<file path="src/rtl/control_types_pkg.sv">
// Shared control types for the EX stage.
// Contents:
//   XLEN     - integer datapath width (RV32I: 32)
//   alu_op_t - ALU operation select, 4-bit encoding shared with decode
package control_types_pkg;

    localparam int unsigned XLEN = 32;

    typedef enum logic [3:0] {
        ALU_NOP = 4'd0,
        ALU_ADD = 4'd1,
        ALU_SUB = 4'd2,
        ALU_XOR = 4'd3,
        ALU_OR  = 4'd4,
        ALU_AND = 4'd5,
        ALU_SL  = 4'd6,
        ALU_SRL = 4'd7,
        ALU_SRA = 4'd8,
        ALU_LT  = 4'd9,
        ALU_LTU = 4'd10,
        ALU_LUI = 4'd11
    } alu_op_t;

endpackage

</file>
<file path="src/rtl/riscv_alu.sv">
// RV32I integer ALU for the EX stage.
// The result is combinational (zero latency) for forwarding and branch/address
// use. A registered copy of the result is also provided for pipeline/debug use.
// Ports:
//   clk        - system clock (only used by result_q)
//   rst_n      - asynchronous active-low reset (only clears result_q)
//   operand_a  - first operand (rs1 or PC)
//   operand_b  - second operand (rs2 or immediate)
//   alu_op     - operation select
//   result     - combinational result
//   zero       - combinational flag, high when result == 0
//   result_q   - result registered on rising clk
module riscv_alu
    import control_types_pkg::*;
(
    input  logic            clk,
    input  logic            rst_n,
    input  logic [XLEN-1:0] operand_a,
    input  logic [XLEN-1:0] operand_b,
    input  alu_op_t         alu_op,
    output logic [XLEN-1:0] result,
    output logic            zero,
    output logic [XLEN-1:0] result_q
);

    // Only the low 5 bits of operand_b select the shift distance.
    logic [4:0] shamt;
    logic       lt_signed;
    logic       lt_unsigned;

    assign shamt       = operand_b[4:0];
    assign lt_signed   = $signed(operand_a) < $signed(operand_b);
    assign lt_unsigned = operand_a < operand_b;

    // Default of zero keeps NOP and unlisted encodings independent of the
    // operands, so X on a/b cannot leak into the result.
    always_comb begin
        result = '0;
        unique case (alu_op)
            ALU_ADD: result = operand_a + operand_b;
            ALU_SUB: result = operand_a - operand_b;
            ALU_XOR: result = operand_a ^ operand_b;
            ALU_OR:  result = operand_a | operand_b;
            ALU_AND: result = operand_a & operand_b;
            ALU_SL:  result = operand_a << shamt;
            ALU_SRL: result = operand_a >> shamt;
            ALU_SRA: result = $unsigned($signed(operand_a) >>> shamt);
            ALU_LT:  result = {{(XLEN-1){1'b0}}, lt_signed};
            ALU_LTU: result = {{(XLEN-1){1'b0}}, lt_unsigned};
            ALU_LUI: result = operand_b;
            default: result = '0;
        endcase
    end

    assign zero = (result == '0);

    always_ff @(posedge clk or negedge rst_n) begin
        if (!rst_n) begin
            result_q <= '0;
        end else begin
            result_q <= result;
        end
    end

endmodule

</file>
<file path="config.mk">
export PLATFORM = sky130hd
export DESIGN_NAME = riscv_alu
export DESIGN_NICKNAME = d
export VERILOG_FILES = /design/src/rtl/control_types_pkg.sv /design/src/rtl/riscv_alu.sv
export SDC_FILE = /design/constraint.sdc
export NUM_CORES = 1
export LEC_CHECK = 0
export BUFFER_PORTS_ARGS = -buffer_cell sky130_fd_sc_hd__buf_2
export CAP_MARGIN = 30
export CORE_ASPECT_RATIO = 2
export CORE_MARGIN = 2
export CORE_UTILIZATION = 55
export DETAILED_ROUTE_END_ITERATION = 10
export GPL_TIMING_DRIVEN = 0
export PLACE_DENSITY = 0.81
export RECOVER_POWER = 25
export SETUP_SLACK_MARGIN = 0.3
export SLEW_MARGIN = 20
export SYNTH_ARGS = -nofsm -noshare
export SYNTH_HDL_FRONTEND = slang
export SYNTH_SLANG_ARGS = --single-unit
</file>
<file path="constraint.sdc">
create_clock -name clk -period 4 [get_ports clk]
set_input_delay 0 -clock clk [delete_from_list [all_inputs] [get_ports clk]]
set_output_delay 0 -clock clk [all_outputs]
set_load 0.01 [all_outputs]
</file>
==> summary.txt, run 1 <==
GRT
  • Pin count of the biggest net entering global routing: 33
  • First-pass GRT wire length: 133000 um
  • Number of global-route vias before repair: 18600
  • All-Layer GR Usage: 0.765
  • Gr ovfl total: 278

Status
  • Halt Stage: global routing
  • Status: did not finish
  • Tool error: [ERROR GRT-0116] Global routing finished with congestion. Check the congestion regions in the DRC Viewer.

Logic synthesis
  • Register area share after synthesis: 0.0686
  • Post-synth top area share: 0.123
  • Synth cell types: 85
  • Post-synth EDFFs: 0
  • Yosys warns: 0
  • Area leader, netlist: mux4_2
  • Post-synthesis instance area: 0.0117 sq mm
  • Asr flop ratio synth: 1.00
  • Syn Area/Cell: 7.46 sq um
  • Syn Inst Count: 1566
  • Post-synth top flop: dfrtp_1
  • Top post-synthesis cells by area: mux4_2 12%, ha_1 11%, dfrtp_1 6.9%
  • Syn Nets: 1742
  • Flops & latches, synth: 32

Placed design
  • # port buffers: 134
  • GPL Wtd Cong: 1.28
  • DP HPWL: 53600 um
  • Cells after DPL: 1971
  • DP Area: 0.0129 sq mm
  • Worst slack, placed: -1700 ps

Clocking
  • Clock root cell: clkbuf_16
  • Worst-case clock buffer depth: 2
  • TritonCTS Buffers: 5
  • CTS sink cnt: 32
  • H-tree levels: 2

Floorplan
  • Die Height: 210 um
  • Die outline width: 107 um
  • Ports: 135
  • Starting Density: 0.558
  • Row Count: 75
## layer usage
layer,overflow,track usage
met2,161,0.956
met3,10,0.576
met4,105,0.792
met1,2,0.754
met5,0,0.147
## stage by stage
stage | setup TNS (ps) | utilization
after global placement | -11330 | 0.613
after CTS | -71.6 | 0.710
after floorplan | 0 | -
after detailed placement | -7320 | 0.614
## cell families after synthesis
| group | count (synthesis) | share of synthesized area |
|---|---|---|
| simple gates | 499 | 0.211 |
| flops | 32 | 0.0686 |
| xor+xnor | 14 | 0.0105 |
| buf+inv | 250 | 0.0888 |
| fa+ha+maj | 106 | 0.115 |
| compound gates | 514 | 0.305 |
| mux | 151 | 0.200 |
## synthesized netlist by cell type, types with 16 or more instances
master / n
buf_2: 17
buf_1: 20
nor3_1: 39
a21oi_1: 115
nor2b_1: 23
o31ai_1: 16
and3_1: 16
ha_1: 104
clkbuf_1: 105
a21o_1: 26
mux2i_1: 65
inv_1: 97
nand3_1: 37
a22oi_1: 19
and2_1: 17
o21ai_0: 80
dfrtp_1: 32
nor2_1: 138
nor4_1: 18
a31oi_1: 26
nand2_1: 123
o211ai_1: 27
mux4_2: 64
mux2_2: 22
## timing repair
action,in CTS
setup endpoints to repair,31
endpoints found under the hold margin,32
buffers inserted,70
gates resized for setup,310
gates cloned,2
hold buffers,1
pin swaps,56
==> run 2: changes to the inputs <==
--- a/config.mk
+++ b/config.mk
@@ -7,14 +7,12 @@
 export LEC_CHECK = 0
 export BUFFER_PORTS_ARGS = -buffer_cell sky130_fd_sc_hd__buf_2
 export CAP_MARGIN = 30
-export CORE_ASPECT_RATIO = 2
 export CORE_MARGIN = 2
-export CORE_UTILIZATION = 55
+export CORE_UTILIZATION = 40
 export DETAILED_ROUTE_END_ITERATION = 10
 export GPL_TIMING_DRIVEN = 0
-export PLACE_DENSITY = 0.81
+export PLACE_DENSITY_LB_ADDON = 0.15
 export RECOVER_POWER = 25
-export SETUP_SLACK_MARGIN = 0.3
 export SLEW_MARGIN = 20
 export SYNTH_ARGS = -nofsm -noshare
 export SYNTH_HDL_FRONTEND = slang
==> constraint.sdc (replaced) <==
create_clock -name clk -period 5.2 [get_ports clk]
set_input_delay 0 -clock clk [delete_from_list [all_inputs] [get_ports clk]]
set_output_delay 0 -clock clk [all_outputs]
set_load 0.01 [all_outputs]
==> run 2 against run 1 <==
  * The flow now finishes without violations
  * Synthesized area did not move
  * Synthesized cell count unchanged
==> summary.txt, run 2 <==
Logic synthesis
  • Top cell types by occurrence after synthesis: 138 x nor2_1, 123 x nand2_1, 115 x a21oi_1, 105 x clkbuf_1, 104 x ha_1
  • Yosys warns: 0
  • Syn Area/Cell: 7.46 sq um
  • Flops & latches, synth: 32
  • Asr flop ratio synth: 1.00
  • Post-synth top flop: dfrtp_1
  • Register area share after synthesis: 0.0686
  • Syn Nets: 1742
  • Area leader, netlist: mux4_2
  • Synth cell types: 85
  • Post-synth EDFFs: 0
  • Top post-synthesis cells by area: mux4_2 12%, ha_1 11%, dfrtp_1 6.9%
  • Post-synth top area share: 0.123
  • Syn Inst Count: 1566
  • Most common cell in the netlist: nor2_1
  • Post-synthesis instance area: 0.0117 sq mm

GRT
  • Pin count of the biggest net entering global routing: 33
  • Number of global-route vias before repair: 13700
  • Gr ovfl total: 0
  • All-Layer GR Usage: 0.436
  • Initial antenna violation count: 1
  • First-pass GRT wire length: 97600 um

Layout
  • Most frequent cells in the layout: 138 x nor2_1, 123 x clkbuf_1, 123 x nand2_1
  • Biggest register: result_q
  • Finished Core Util: 0.456
  • Antenna diode count: 0
  • Largest regs: result_q: 32 flops
  • Share of cells above drive strength 1: 0.172
  • Commonest non-fill, non-tap cell in the layout: nor2_1
  • Area grow syn2layout: 12.1%
  • Largest register FFs: 32
  • Final #Nets: 1880
  • Post-Layout Cell Count: 2089

Timing
  • Slew @ Worst Pin: 1080 ps
  • # setup viols final: 0
  • Final Hold Viols: 0
  • Rel. slew slack: 0.279
  • Slew Viols, Final: 0
  • Min Hold Slack: 291 ps
  • Period minus WS final: 5150 ps
  • Final period utilization: 0.991
  • Final worst slack: 45.8 ps
  • RSZ-0062 raised after global routing: no
  • Fmax: 194 MHz

Drt
  • Via density: 7.09
  • Via Count: 14800
  • WL met2: 29000 um
  • Routed met3 length: 8290 um
  • Initial drt markers: 2311
  • Drt drc: 0
  • Final wirelength: 68700 um
  • Final ANT Viol Nets: 0
  • First-pass DRT Iterations: 6
  • Routed length on met1: 25900 um
  • Max layer used: met4
  • Routed length per instance: 32.9 um

Pwr
  • Clock power share: 0.141
  • Reg power frac: 0.141
  • Max IR drop VDD: 0.0846 mV
  • Pwr Total: 2.03 mW
  • Internal power: 0.956 mW
  • PD cells: 155 mW/mm^2
  • P_leak: 5.51 nW
  • Switching share of power: 0.530
  • Comb pwr share: 0.718
  • Sw power: 1.08 mW

Clocking
  • H-tree levels: 2
  • Worst-case clock buffer depth: 2
  • TritonCTS Buffers: 5
  • TritonCTS clock tree: built
  • CTS sink cnt: 32
  • Clock slew at reported path FFs: 50 ps
  • Clock root cell: clkbuf_16

Worst setup path
  • Worst EP arrival: 5150 ps
  • Critical path capture point type: output pin
  • CP required: 5200 ps
  • Kind of critical path: in2out
  • Worst-path maximum fanout: 10
  • Startpoint types: input port

Floorplan
  • Ports: 135
  • Starting Density: 0.407
  • Full die area: 0.0306 sq mm
  • Die outline width: 175 um
  • Die Height: 175 um
  • Row Count: 62
  • Core area: 0.0287 sq mm

Placed design
  • # port buffers: 134
  • GPL Wtd Cong: 1.09
  • DP HPWL: 55700 um
  • Worst slack, placed: -1280 ps
  • Cells after DPL: 2087

Min path
  • Hold Path Class: in2async

Status
  • Status: finished clean

Job
  • Max Cap Viol: 0
run 2: cell counts after synthesis:
Identical to the previous run, type by type.
run 2: cell type report:
class,count,area (sq um)
Buffer,142,667
Tap cell,384,480
Sequential cell,32,801
Inverter,98,375
Fill cell,3050,15600
Clock inverter,2,10.0
Clock buffer,6,139
Multi-Input combinational cell,1284,9930
Timing Repair Buffer,141,681
run 2: metrics by stage:
| stage | area [sq um] | setup TNS, ps |
|---|---|---|
| after floorplan | 11700 | 0 |
| after global placement | 12800 | -12190 |
| after detailed placement | 12900 | -4040 |
| after CTS | 13100 | 0 |
| after global routing | 13100 | 0 |
| final | 13100 | 0 |
run 2: cell families (layout without fill, tap and decap cells):
logic type / after synthesis / count (layout) / share of synthesized area
buffers and inverters: 250 / 389 / 0.0888
DFF: 32 / 32 / 0.0686
AOI/OAI and AO/OA: 514 / 514 / 0.305
xor gates and xnor gates: 14 / 14 / 0.0105
and+or+nand+nor: 499 / 499 / 0.211
muxes: 151 / 151 / 0.200
adders and majority gates: 106 / 106 / 0.115
run 2: power groups by stage:
| stage | clock network [mW] | logic, mW | registers, mW |
|---|---|---|---|
| 2_1_floorplan | 0 | 0.836 | 0.309 |
| 3_3_place_gp | 0 | 1.39 | 0.289 |
| 3_5_place_dp | 0 | 1.39 | 0.289 |
| 4_1_cts | 0.291 | 1.40 | 0.285 |
| 5_1_grt | 0.307 | 1.52 | 0.288 |
| 6_report | 0.286 | 1.46 | 0.286 |
run 2: repair_timing:
item / 4_1_cts / 5_1_grt
buffers inserted: 2 / 0
endpoints found under the hold margin: 32 / 0
cloned: 0 / 0
hold buffers: 1 / 0
pin swaps: 0 / 2
setup endpoints to repair: 11 / 1
resized for setup: 18 / 19
run 2: final timing paths:
path                               start            to
max in group asynchronous          rst_n  result_q[23]
worst max-delay path        operand_b[2]          zero
worst min-delay path               rst_n   result_q[7]
min in group clk           operand_b[25]  result_q[25]
run 2: worst max-delay path, cell delays in order:
cell,delay (ps)
buf_2,270
clkbuf_4,390
buf_2,420
buf_2,430
o31ai_1,130
o31ai_1,380
a21oi_1,270
o21ai_0,530
a21oi_1,340
or4b_1,660
nor4_2,340
nand4_1,200
or4_1,510
nor3_2,110
buf_2,150
run 2: routing by layer:
metal | track usage | vias up
met1 | 0.563 | 7054
met3 | 0.0846 | 317
li1 | - | 6213
met4 | 0.274 | 0
met5 | 0 | -
met2 | 0.668 | 1229
Power figures use the tool's default switching activity.
